[src/rtl/j1_boot_loader_pkg.sv]
// Shared definitions for the J1 boot loader: loader FSM states, SPI flash
// opcodes and the read-command byte sequencer.
package j1_boot_loader_pkg;

    typedef enum logic [2:0] {
        WAKE     = 3'd0,
        WAKE_GAP = 3'd1,
        CMD      = 3'd2,
        DATA     = 3'd3,
        FINISH   = 3'd4,
        RUN      = 3'd5
    } boot_state_t;

    localparam logic [7:0] SPI_WAKE = 8'hAB;
    localparam logic [7:0] SPI_READ = 8'h03;

    // Byte idx of the read command: opcode, then the 24-bit address MSB first.
    function automatic logic [7:0] read_cmd_byte(input logic [1:0] idx, input logic [23:0] base);
        logic [7:0] b;
        case (idx)
            2'd0:    b = SPI_READ;
            2'd1:    b = base[23:16];
            2'd2:    b = base[15:8];
            2'd3:    b = base[7:0];
            default: b = SPI_READ;
        endcase
        return b;
    endfunction

endpackage

[src/rtl/j1_boot_loader_spi_shift8.sv]
// SPI mode-0 8-bit full-duplex shifter. A start accepted in the cycle that
// done is high chains the next byte with no gap on the wire.
module spi_shift8 #(
    parameter int CLKDIV = 2
) (
    input  logic       clk,
    input  logic       resetq,
    input  logic       start,
    input  logic [7:0] tx_byte,
    input  logic       miso,
    output logic [7:0] rx_byte,
    output logic       busy,
    output logic       done,
    output logic       sck,
    output logic       mosi
);

    localparam int DW = (CLKDIV > 1) ? $clog2(CLKDIV) : 1;
    localparam logic [DW-1:0] DIV_LAST = DW'(CLKDIV - 1);

    logic          busy_r;
    logic          sck_r;
    logic          mosi_r;
    logic [7:0]    shreg_r;
    logic [7:0]    rx_r;
    logic [2:0]    bit_cnt_r;
    logic [DW-1:0] div_cnt_r;
    logic          edge_s;
    logic          done_s;

    assign edge_s = busy_r && (div_cnt_r == DIV_LAST);
    // Last cycle of the 8th bit's high phase: rx_byte is complete here.
    assign done_s = edge_s && sck_r && (bit_cnt_r == 3'd7);

    // Prescaler, SCK generation, MOSI launch on falling edges, MISO capture on rising edges.
    always_ff @(posedge clk or negedge resetq) begin
        if (!resetq) begin
            busy_r    <= 1'b0;
            sck_r     <= 1'b0;
            mosi_r    <= 1'b0;
            shreg_r   <= 8'h00;
            rx_r      <= 8'h00;
            bit_cnt_r <= 3'd0;
            div_cnt_r <= '0;
        end else if (!busy_r) begin
            div_cnt_r <= '0;
            sck_r     <= 1'b0;
            if (start) begin
                busy_r    <= 1'b1;
                shreg_r   <= tx_byte;
                mosi_r    <= tx_byte[7];
                bit_cnt_r <= 3'd0;
            end else begin
                mosi_r    <= 1'b0;
            end
        end else if (!edge_s) begin
            div_cnt_r <= div_cnt_r + DW'(1);
        end else begin
            div_cnt_r <= '0;
            if (!sck_r) begin
                sck_r <= 1'b1;
                rx_r  <= {rx_r[6:0], miso};
            end else begin
                sck_r <= 1'b0;
                if (bit_cnt_r == 3'd7) begin
                    if (start) begin
                        shreg_r   <= tx_byte;
                        mosi_r    <= tx_byte[7];
                        bit_cnt_r <= 3'd0;
                    end else begin
                        busy_r <= 1'b0;
                        mosi_r <= 1'b0;
                    end
                end else begin
                    bit_cnt_r <= bit_cnt_r + 3'd1;
                    shreg_r   <= {shreg_r[6:0], 1'b0};
                    mosi_r    <= shreg_r[6];
                end
            end
        end
    end

    assign rx_byte = rx_r;
    assign busy    = busy_r;
    assign done    = done_s;
    assign sck     = sck_r;
    assign mosi    = mosi_r;

endmodule

[src/rtl/j1_boot_loader.sv]
// Boot loader for the J1: wakes the SPI flash, streams the code image into
// RAM as little-endian 16-bit words, then releases the CPU from reset.
module j1_boot_loader
    import j1_boot_loader_pkg::*;
#(
    parameter int          WORDS      = 8192,
    parameter logic [23:0] FLASH_BASE = 24'h020000,
    parameter int          CLKDIV     = 2,
    parameter int          TWAKE      = 64
) (
    input  logic        clk,
    input  logic        resetq,
    input  logic        reload_req,
    input  logic        spi_miso,
    output logic        spi_cs_n,
    output logic        spi_sck,
    output logic        spi_mosi,
    output logic [12:0] ram_addr,
    output logic [15:0] ram_wdata,
    output logic        ram_we,
    output logic        cpu_resetq,
    output logic        done
);

    localparam int GW = $clog2(TWAKE + 1);
    localparam logic [GW-1:0] GAP_LAST  = GW'(TWAKE - 1);
    localparam logic [12:0]   ADDR_LAST = 13'(WORDS - 1);

    boot_state_t state_r;
    boot_state_t state_nxt_s;

    logic          cs_n_r;
    logic          cs_n_nxt_s;
    logic          start_s;
    logic [7:0]    tx_s;
    logic [GW-1:0] gap_cnt_r;
    logic [1:0]    byte_cnt_r;
    logic          odd_r;
    logic [7:0]    lo_r;
    logic [12:0]   ram_addr_r;
    logic [15:0]   ram_wdata_r;
    logic          ram_we_r;
    logic          cpu_resetq_r;
    logic          done_r;

    logic          miso_s;
    logic [7:0]    sh_rx_s;
    logic          sh_busy_s;
    logic          sh_done_s;
    logic          last_word_s;

    // MISO only reaches the shifter while image data is being streamed.
    assign miso_s      = (state_r == DATA) ? spi_miso : 1'b0;
    assign last_word_s = odd_r && (ram_addr_r == ADDR_LAST);

    spi_shift8 #(.CLKDIV(CLKDIV)) u_shift (
        .clk     (clk),
        .resetq  (resetq),
        .start   (start_s),
        .tx_byte (tx_s),
        .miso    (miso_s),
        .rx_byte (sh_rx_s),
        .busy    (sh_busy_s),
        .done    (sh_done_s),
        .sck     (spi_sck),
        .mosi    (spi_mosi)
    );

    // FSM state register.
    always_ff @(posedge clk or negedge resetq) begin
        if (!resetq) begin
            state_r <= WAKE;
        end else begin
            state_r <= state_nxt_s;
        end
    end

    // Next-state logic.
    always_comb begin
        state_nxt_s = state_r;
        case (state_r)
            WAKE: begin
                if (sh_done_s) state_nxt_s = WAKE_GAP;
                else           state_nxt_s = WAKE;
            end
            WAKE_GAP: begin
                if (gap_cnt_r == GAP_LAST) state_nxt_s = CMD;
                else                       state_nxt_s = WAKE_GAP;
            end
            CMD: begin
                if (sh_done_s && (byte_cnt_r == 2'd3)) state_nxt_s = DATA;
                else                                   state_nxt_s = CMD;
            end
            DATA: begin
                if (sh_done_s && last_word_s) state_nxt_s = FINISH;
                else                          state_nxt_s = DATA;
            end
            FINISH: state_nxt_s = RUN;
            RUN: begin
                if (reload_req) state_nxt_s = WAKE;
                else            state_nxt_s = RUN;
            end
            default: state_nxt_s = WAKE;
        endcase
    end

    // Shifter launch/chaining and next chip-select level.
    always_comb begin
        start_s    = 1'b0;
        tx_s       = 8'h00;
        cs_n_nxt_s = 1'b1;
        case (state_r)
            WAKE: begin
                if (!sh_busy_s) begin
                    start_s    = 1'b1;
                    tx_s       = SPI_WAKE;
                    cs_n_nxt_s = 1'b0;
                end else if (sh_done_s) begin
                    cs_n_nxt_s = 1'b1;
                end else begin
                    cs_n_nxt_s = 1'b0;
                end
            end
            WAKE_GAP: begin
                // The opcode launches in the last gap cycle so CS falls exactly TWAKE cycles after it rose.
                if (gap_cnt_r == GAP_LAST) begin
                    start_s    = 1'b1;
                    tx_s       = SPI_READ;
                    cs_n_nxt_s = 1'b0;
                end else begin
                    cs_n_nxt_s = 1'b1;
                end
            end
            CMD: begin
                cs_n_nxt_s = 1'b0;
                if (sh_done_s) begin
                    start_s = 1'b1;
                    if (byte_cnt_r == 2'd3) tx_s = 8'h00;
                    else                    tx_s = read_cmd_byte(byte_cnt_r + 2'd1, FLASH_BASE);
                end else begin
                    start_s = 1'b0;
                end
            end
            DATA: begin
                if (sh_done_s && last_word_s) begin
                    cs_n_nxt_s = 1'b1;
                end else if (sh_done_s) begin
                    start_s    = 1'b1;
                    cs_n_nxt_s = 1'b0;
                end else begin
                    cs_n_nxt_s = 1'b0;
                end
            end
            FINISH:  cs_n_nxt_s = 1'b1;
            RUN:     cs_n_nxt_s = 1'b1;
            default: cs_n_nxt_s = 1'b1;
        endcase
    end

    // Registered outputs, gap/byte counters and word assembly.
    always_ff @(posedge clk or negedge resetq) begin
        if (!resetq) begin
            cs_n_r       <= 1'b1;
            gap_cnt_r    <= '0;
            byte_cnt_r   <= 2'd0;
            odd_r        <= 1'b0;
            lo_r         <= 8'h00;
            ram_addr_r   <= 13'd0;
            ram_wdata_r  <= 16'h0000;
            ram_we_r     <= 1'b0;
            cpu_resetq_r <= 1'b0;
            done_r       <= 1'b0;
        end else begin
            cs_n_r       <= cs_n_nxt_s;
            cpu_resetq_r <= (state_nxt_s == RUN);
            done_r       <= (state_nxt_s == RUN);

            if (state_r == WAKE_GAP) gap_cnt_r <= gap_cnt_r + GW'(1);
            else                     gap_cnt_r <= '0;

            if (state_r == WAKE_GAP)            byte_cnt_r <= 2'd0;
            else if (state_r == CMD && sh_done_s) byte_cnt_r <= byte_cnt_r + 2'd1;
            else                                 byte_cnt_r <= byte_cnt_r;

            if (state_r == DATA && sh_done_s) begin
                if (!odd_r) lo_r <= sh_rx_s;
                else        ram_wdata_r <= {sh_rx_s, lo_r};
                ram_we_r <= odd_r;
                odd_r    <= ~odd_r;
            end else begin
                ram_we_r <= 1'b0;
                if (state_r != DATA) odd_r <= 1'b0;
            end

            // Address advances after each write and parks on the last word.
            if (state_r == RUN && reload_req)             ram_addr_r <= 13'd0;
            else if (ram_we_r && ram_addr_r != ADDR_LAST) ram_addr_r <= ram_addr_r + 13'd1;
            else                                          ram_addr_r <= ram_addr_r;
        end
    end

    assign spi_cs_n   = cs_n_r;
    assign ram_addr   = ram_addr_r;
    assign ram_wdata  = ram_wdata_r;
    assign ram_we     = ram_we_r;
    assign cpu_resetq = cpu_resetq_r;
    assign done       = done_r;

endmodule

[config.mk]
export PLATFORM = sky130hd
export DESIGN_NAME = j1_boot_loader
export DESIGN_NICKNAME = d
export VERILOG_FILES = /design/src/rtl/j1_boot_loader_pkg.sv /design/src/rtl/j1_boot_loader_spi_shift8.sv /design/src/rtl/j1_boot_loader.sv
export SDC_FILE = /design/constraint.sdc
export NUM_CORES = 1
export LEC_CHECK = 0
export ABC_AREA = 1
export CAP_MARGIN = 40
export CORE_ASPECT_RATIO = 0.75
export CORE_MARGIN = 5
export CORE_UTILIZATION = 40
export CTS_CLUSTER_DIAMETER = 150
export DETAILED_ROUTE_END_ITERATION = 7
export PLACE_DENSITY_LB_ADDON = 0.1
export SETUP_SLACK_MARGIN = 0.05
export SLEW_MARGIN = 20
export SYNTH_ARGS = -nofsm -noshare
export SYNTH_HDL_FRONTEND = slang
export SYNTH_HIERARCHICAL = 1
export SYNTH_SLANG_ARGS = --single-unit
export TNS_END_PERCENT = 5
[constraint.sdc]
create_clock -name clk -period 5.8 [get_ports clk]
set_input_delay 0.87 -clock clk [delete_from_list [all_inputs] [get_ports clk]]
set_output_delay 0.87 -clock clk [all_outputs]
set_load 0.05 [all_outputs]
==> summary.md, run 1 <==
| Metric | Value |
|---|---|
| Post-CTS Setup Bufs | 0 |
| Largest net degree at the start of global routing | 41 |
| Seq/Total Area, Yosys | 0.5384 |
| Synth unique cells | 30 |
| Avg WL per Cell | 13.14 um |
| CP max stage cell | clkdlybuf4s50_1 |
| Least-Margin Pin Slew | 0.7508 ns |
| Worst hold path stage count | 1 |
| Reg2Reg Depth | 14 |
| Gr usage total | 0.1508 |
| Power Dens Cells | 378.9 mW/mm^2 |
| CP Class | flip-flop to output port |
| Gpl congestion | 0.8087 |
| Worst hold path type | flip-flop to flip-flop |
| Layout area overhead | 23.13% |
| Worst path max stage delay | 0.87 ns |
| Synth Cell Area | 0.003488 mm^2 |
| EDFF count, synth | 0 |
| Initial detailed-routing violation count | 261 |
| Clock tree from TritonCTS | yes |
| Detailed Route WL | 7.583 mm |
| CTS H-Tree Depth | 3 |
| Routed vias | 2717 |
| Cell taking the most area after synthesis | dfrtp_1 |
| Max frequency | 393.7 MHz |
| Synthesis Warnings | 6 |
| # nets final | 475 |
| Arrival time worst endpoint | 1.67 ns |
| Yosys reg bits | 75 |
| Cell row count | 29 |
| DP HPWL | 5.442 mm |
| Worst-case vdd ir drop | 239.5 uV |
| Die area | 0.01071 mm^2 |
| Clock Sinks | 75 |
| Hold-fix buffers, CTS | 0 |
| Antenna viol nets, final | 0 |
| Starting Density | 0.4108 |
| P_leak | 2.155 nW |
| Critical Path Fanout Max | 7 |
| Levels on crit path | 1 |
| Max cap viols | 0 |
| Vias in the first global route | 2539 |
| CP Data Required Time | 4.93 ns |
| Total power | 1.627 mW |
| Avg Cell Area, Syn | 8.266 um^2 |
| Total CTS buffers | 9 |
| Post-synthesis cell count | 422 |
| Drt drc | 0 |
| Setup TNS | 0 ns |
| Cell area after placement | 0.003956 mm^2 |
| Clock root buffer master | clkbuf_16 |
| Via density | 4.709 |
| Share of cells above drive strength 1 | 0.07036 |
| Min Tclk post-route | 2.540 ns |
| CTS resizes | 0 |
| Area used by multi-input combinational logic | 0.001388 mm^2 |
| TritonRoute pass-1 iters | 4 |
| Clock latency on the worst-skew pair | 0.33 ns |
| Worst setup SP type | flip-flop |
| Initial antenna violation count | 0 |
| Status | complete, no violations |
| Clock Skews | 0.006037 ns |
| Die W | 117.8 um |
| Final hold vios | 0 |
| Clock tree buffer depth | 2 |
| # diodes | 0 |
| Crit. End Element | output port |
| First-pass GRT wire length | 13.03 mm |
| Filler cells | 832 |
| Final global-route overflow total | 0 |
| Unrepaired setup endpoints after global routing | false |
| Yosys top cell area share | 0.5308 |
| Period utilisation layout | 0.4379 |
| FF/Latch Area | 0.001878 mm^2 |
| # IOs | 39 |
| Chip height | 90.88 um |
| Count of input and output buffers | 38 |
| Finished Cell Area | 0.004295 mm^2 |
| Worst Path Buf+Inv | 1 |
| Clk slew on worst S/H paths | 0.05 ns |
| Delay-heaviest family, CP | buffers and inverters |
| Rel. slew slack | 0.4983 |
| Top cells by area, synth | dfrtp_1, nand2_1, inv_1 |
| Final max-slew violation count | 0 |
| Main flop type after synthesis | dfrtp_1 |
| Critical Path, Cell by Cell | clkdlybuf4s50_1 |
| Finish-stage setup viols | 0 |
| Asr flop ratio synth | 1.000 |
| Core Region | 0.008491 mm^2 |
[path summary, 6_finish.rpt]
check / endpoint / startpoint / slack, ns
setup / recovery: ram_addr[8] / ram_addr[8]$_DFFE_PN0P_ / 3.26
hold / removal: gap_cnt_r[0]$_DFF_PN0_ / gap_cnt_r[0]$_DFF_PN0_ / 0.47
setup reg to reg: u_shift/shreg_r[6]$_DFFE_PN0P_ / u_shift/bit_cnt_r[0]$_DFFE_PN0P_ / 3.40
hold reg to reg: gap_cnt_r[0]$_DFF_PN0_ / gap_cnt_r[0]$_DFF_PN0_ / 0.47
max in group asynchronous: ram_wdata[15]$_DFFE_PN0P_ / resetq / 4.74
min in group asynchronous: ram_addr[1]$_DFFE_PN0P_ / resetq / 0.49
[per-stage QoR]
step / cells / setup slack, ns / utilization / hold slack (ns)
2_1_floorplan: 424 / 3.658 / - / 0.4329
3_3_place_gp: 560 / 3.364 / 0.4636 / 0.4552
4_1_cts: 577 / 3.236 / 0.5059 / 0.4693
5_1_grt: 577 / 3.126 / 0.5059 / 0.4940
3_5_place_dp: 561 / 3.334 / 0.4660 / 0.4591
6_report: 577 / 3.260 / 0.5059 / 0.4684
[synth_stat cells (2+ instances only)]
cell and instances:
nand2_1 158, nand3_1 24, buf_4 2, xor2_1 3, nor2_1 31, nor2_2 2
buf_2 3, nand4_1 9, inv_1 39, buf_6 3, ha_1 7, nor2_4 3
nand3b_1 4, dfrtp_1 74, o21ai_2 2, a21oi_1 11, nand3_2 2, o21ai_1 4
xnor2_1 2, inv_2 3, o21ai_0 23, nor3_1 3, nand2_2 3
[placed cells by master (no fill, tap or decap)]
cell               n
conb_1             3
nor3_1             3
clkbuf_8           3
nand3b_1           4
nor2_1            31
clkdlybuf4s50_1   37
nand2_1          158
nor2_4             3
o21ai_0           23
inv_2              3
nand2_2            3
bufinv_16          2
a21oi_1           11
dfrtp_1           74
xor2_1             3
ha_1               7
nor2_2             2
buf_4              1
clkbuf_16          9
and3_1             1
nand3_2            2
clkinv_4           1
o21ai_1            4
nand3_1           24
nand4_1            9
inv_1             39
o21ai_2            2
xnor2_1            2
dfstp_2            1
buf_12             1
o21bai_1           1
clkbuf_1           1
a21o_1             1
[logic make-up (layout without fill, tap and decap cells)]
logic type / after synthesis / after routing / synth area share
AO/OA/AOI/OAI: 42 / 42 / 0.06385
XOR/XNOR: 5 / 5 / 0.01256
other: 1 / 3 / 0.001075
flip-flops: 75 / 75 / 0.5384
AND/OR/NAND/NOR: 240 / 240 / 0.2930
adder cells (fa/ha/maj): 7 / 7 / 0.02511
buffers and inverters: 52 / 97 / 0.06599
[sequential cells by signal, summed over array words and instances (netlist names)]
signal / cells
byte_cnt_r: 2
ram_we: 1
u_shift/mosi: 1
u_shift/busy: 1
u_shift/rx_byte: 8
u_shift/bit_cnt_r: 3
lo_r: 8
odd_r: 1
u_shift/sck: 1
ram_wdata: 16
u_shift/shreg_r: 7
ram_addr: 13
gap_cnt_r: 7
spi_cs_n: 1
state_r: 3
done: 1
u_shift/div_cnt_r: 1
[final cells by class]
cell class,instances,area share
clock buffers,13,0.06292
well taps,108,0.03146
flip-flops and latches,75,0.4372
repair buffers,39,0.09263
clock inverters,3,0.01602
inverters,42,0.03670
multi-input cells,297,0.3230
[per-layer routing]
layer  part of all wire  routed length (um)  global-route usage
met5                  0                   0                   0
met3              0.047                 356             0.05072
met2               0.39                2938              0.1996
met1               0.55                4144              0.2239
met4              0.019                 143             0.05922
[power by group]
part | internal, mW | switching (mW) | total [mW]
Clock | 0.413 | 0.208 | 0.621
Sequential | 0.606 | 0.0589 | 0.665
Combinational | 0.104 | 0.237 | 0.341
Total | 1.12 | 0.505 | 1.63
Power figures use the tool's default switching activity.
==> inputs of run 2 (changes only) <==
==> constraint.sdc (replaced) <==
create_clock -name clk -period 2.4 [get_ports clk]
set_input_delay 0.36 -clock clk [delete_from_list [all_inputs] [get_ports clk]]
set_output_delay 0.36 -clock clk [all_outputs]
set_load 0.05 [all_outputs]
==> run 2 against run 1 <==
Clock power increased by 150%. Hold slack got worse by 0.0046 ns. Global-route usage fell by 0.34 points. Flip-flop and latch count unchanged. Utilization up 0.74 points. Combinational power rose by 150%. Die area unchanged. Final cell count grew 1.2%. Clock skew is 0.0023 ns higher. Critical path depth is 13 higher.
==> summary.md, run 2 (synthesis gave the netlist of run 1 again) <==
| Metric | Value |
|---|---|
| Unrepaired setup endpoints after global routing | false |
| First-pass GRT wire length | 12.79 mm |
| Clock root buffer master | clkbuf_16 |
| Clk slew on worst S/H paths | 0.06 ns |
| Crit. End Element | flip-flop |
| CTS H-Tree Depth | 3 |
| Clock tree from TritonCTS | yes |
| Clock Skews | 0.008324 ns |
| Count of input and output buffers | 38 |
| P_leak | 2.185 nW |
| Period utilisation layout | 0.8834 |
| Max frequency | 471.7 MHz |
| Vias in the first global route | 2509 |
| Detailed Route WL | 7.369 mm |
| Die area | 0.01071 mm^2 |
| Die W | 117.8 um |
| DP HPWL | 5.259 mm |
| Gpl congestion | 0.7875 |
| R2r startpoint | ram_addr[0]$_DFFE_PN0P_ |
| Least-Margin Pin Slew | 0.5217 ns |
| Final global-route overflow total | 0 |
| Finished Cell Area | 0.004358 mm^2 |
| CP Class | flip-flop to flip-flop |
| Clock Sinks | 75 |
| Power Dens Cells | 915.0 mW/mm^2 |
| Critical Path, Cell by Cell | ha_1, nand3_1, inv_2, nand2_2, nor2_4, nand2_1, nand2_1, nand3_1, inv_1, nand2_1, nand2_2, inv_2, nand2_1, nand2_1 |
| Area used by multi-input combinational logic | 0.001388 mm^2 |
| Core Region | 0.008491 mm^2 |
| # nets final | 482 |
| Share of cells above drive strength 1 | 0.08403 |
| Layout area overhead | 24.93% |
| Avg WL per Cell | 12.62 um |
| Via density | 4.656 |
| Routed vias | 2719 |
| Initial detailed-routing violation count | 161 |
| Clock tree buffer depth | 2 |
| Arrival time worst endpoint | 2.34 ns |
| Filler cells | 815 |
| Worst-case vdd ir drop | 573.6 uV |
| Chip height | 90.88 um |
| Top cell by count, worst path | nand2_1 |
| Worst setup SP type | flip-flop |
| Starting Density | 0.4108 |
| Max reg flops | 16 |
| CP max stage cell | dfrtp_2 |
| Status | complete, no violations |
| Worst hold path type | flip-flop to flip-flop |
| Critical Path Fanout Max | 11 |
| Post-CTS Setup Bufs | 0 |
| Finish-stage setup viols | 0 |
| Largest net degree at the start of global routing | 42 |
| Hold_sp | gap_cnt_r[0]$_DFF_PN0_ |
| Max cap viols | 0 |
| Total power | 3.987 mW |
| Worst path max stage delay | 0.42 ns |
| # IOs | 39 |
| TritonRoute pass-1 iters | 4 |
| Clock latency on the worst-skew pair | 0.33 ns |
| Antenna viol nets, final | 0 |
| CP Data Required Time | 2.62 ns |
| Setup TNS | 0 ns |
| Final max-slew violation count | 0 |
| Cell area after placement | 0.004001 mm^2 |
| Commonest non-fill, non-tap cells in the layout | nand2_1, dfrtp_1, inv_1, clkdlybuf4s50_1, nor2_1 |
| Gr usage total | 0.1475 |
| Commonest non-fill, non-tap cell in the layout | nand2_1 |
| Min Tclk post-route | 2.120 ns |
| Layout Utilization | 0.5133 |
| Initial antenna violation count | 0 |
| Drt drc | 0 |
| Cell row count | 29 |
| Total CTS buffers | 9 |
| Worst Setup SP | ram_addr[0]$_DFFE_PN0P_ |
| FF/Latch Area | 0.001879 mm^2 |
| Rel. slew slack | 0.6511 |
| Final hold vios | 0 |
| # diodes | 0 |
[run 2: worst max-delay path, delay by kind of cell (launching register included)]
family | cells | cell delay [ns]
adders and majority gates | 1 | 0.25
DFF | 1 | 0.42
and+or+nand+nor | 10 | 1.03
buffers and inverters | 3 | 0.30
[run 2: layer usage]
metal	GRT usage	routed length [um]	vias up
met5	0	0	-
met4	0.04298	85	0
met3	0.04571	320	8
met2	0.1959	2923	45
met1	0.2269	4039	1232
li1	-	-	1434
[run 2: cell type report]
class	count	area share
repair buffers	46	0.1039
multi-input cells	297	0.3184
clock buffers	12	0.05656
flip-flops and latches	75	0.4312
well taps	108	0.03101
inverters	42	0.03618
clock inverters	4	0.02268
[run 2: worst paths after layout]
path,endpoint,slack [ns],cells after the start
worst max-delay path,u_shift/shreg_r[2]$_DFFE_PN0P_,0.28,14
worst min-delay path,gap_cnt_r[0]$_DFF_PN0_,0.46,1
worst max register to register,u_shift/shreg_r[2]$_DFFE_PN0P_,0.28,14
worst min register to register,gap_cnt_r[0]$_DFF_PN0_,0.46,1
max in group asynchronous,lo_r[6]$_DFFE_PN0P_,1.31,3
min in group asynchronous,ram_addr[5]$_DFFE_PN0P_,0.53,2
[run 2: power by group]
part	total [mW]	switching [mW]	internal, mW
clock	1.54	0.499	1.05
sequential	1.59	0.130	1.46
combinational	0.848	0.581	0.267
[run 2: metrics by stage]
stage          hold slack [ns]  cells  setup WS, ns
2_1_floorplan          0.06441    424        0.2579
4_1_cts                 0.4646    584        0.1860
5_1_grt                 0.4933    584       0.07766
3_5_place_dp            0.3543    567        0.1973
3_3_place_gp            0.4469    566        0.2963
6_report                0.4638    584        0.2798
[run 2: repair_timing]
item                       4_1_cts  5_1_grt
hold buffers                     1        0
gates resized for setup          0        2
hold endpoints to repair        12        0
setup endpoints to repair        0        6
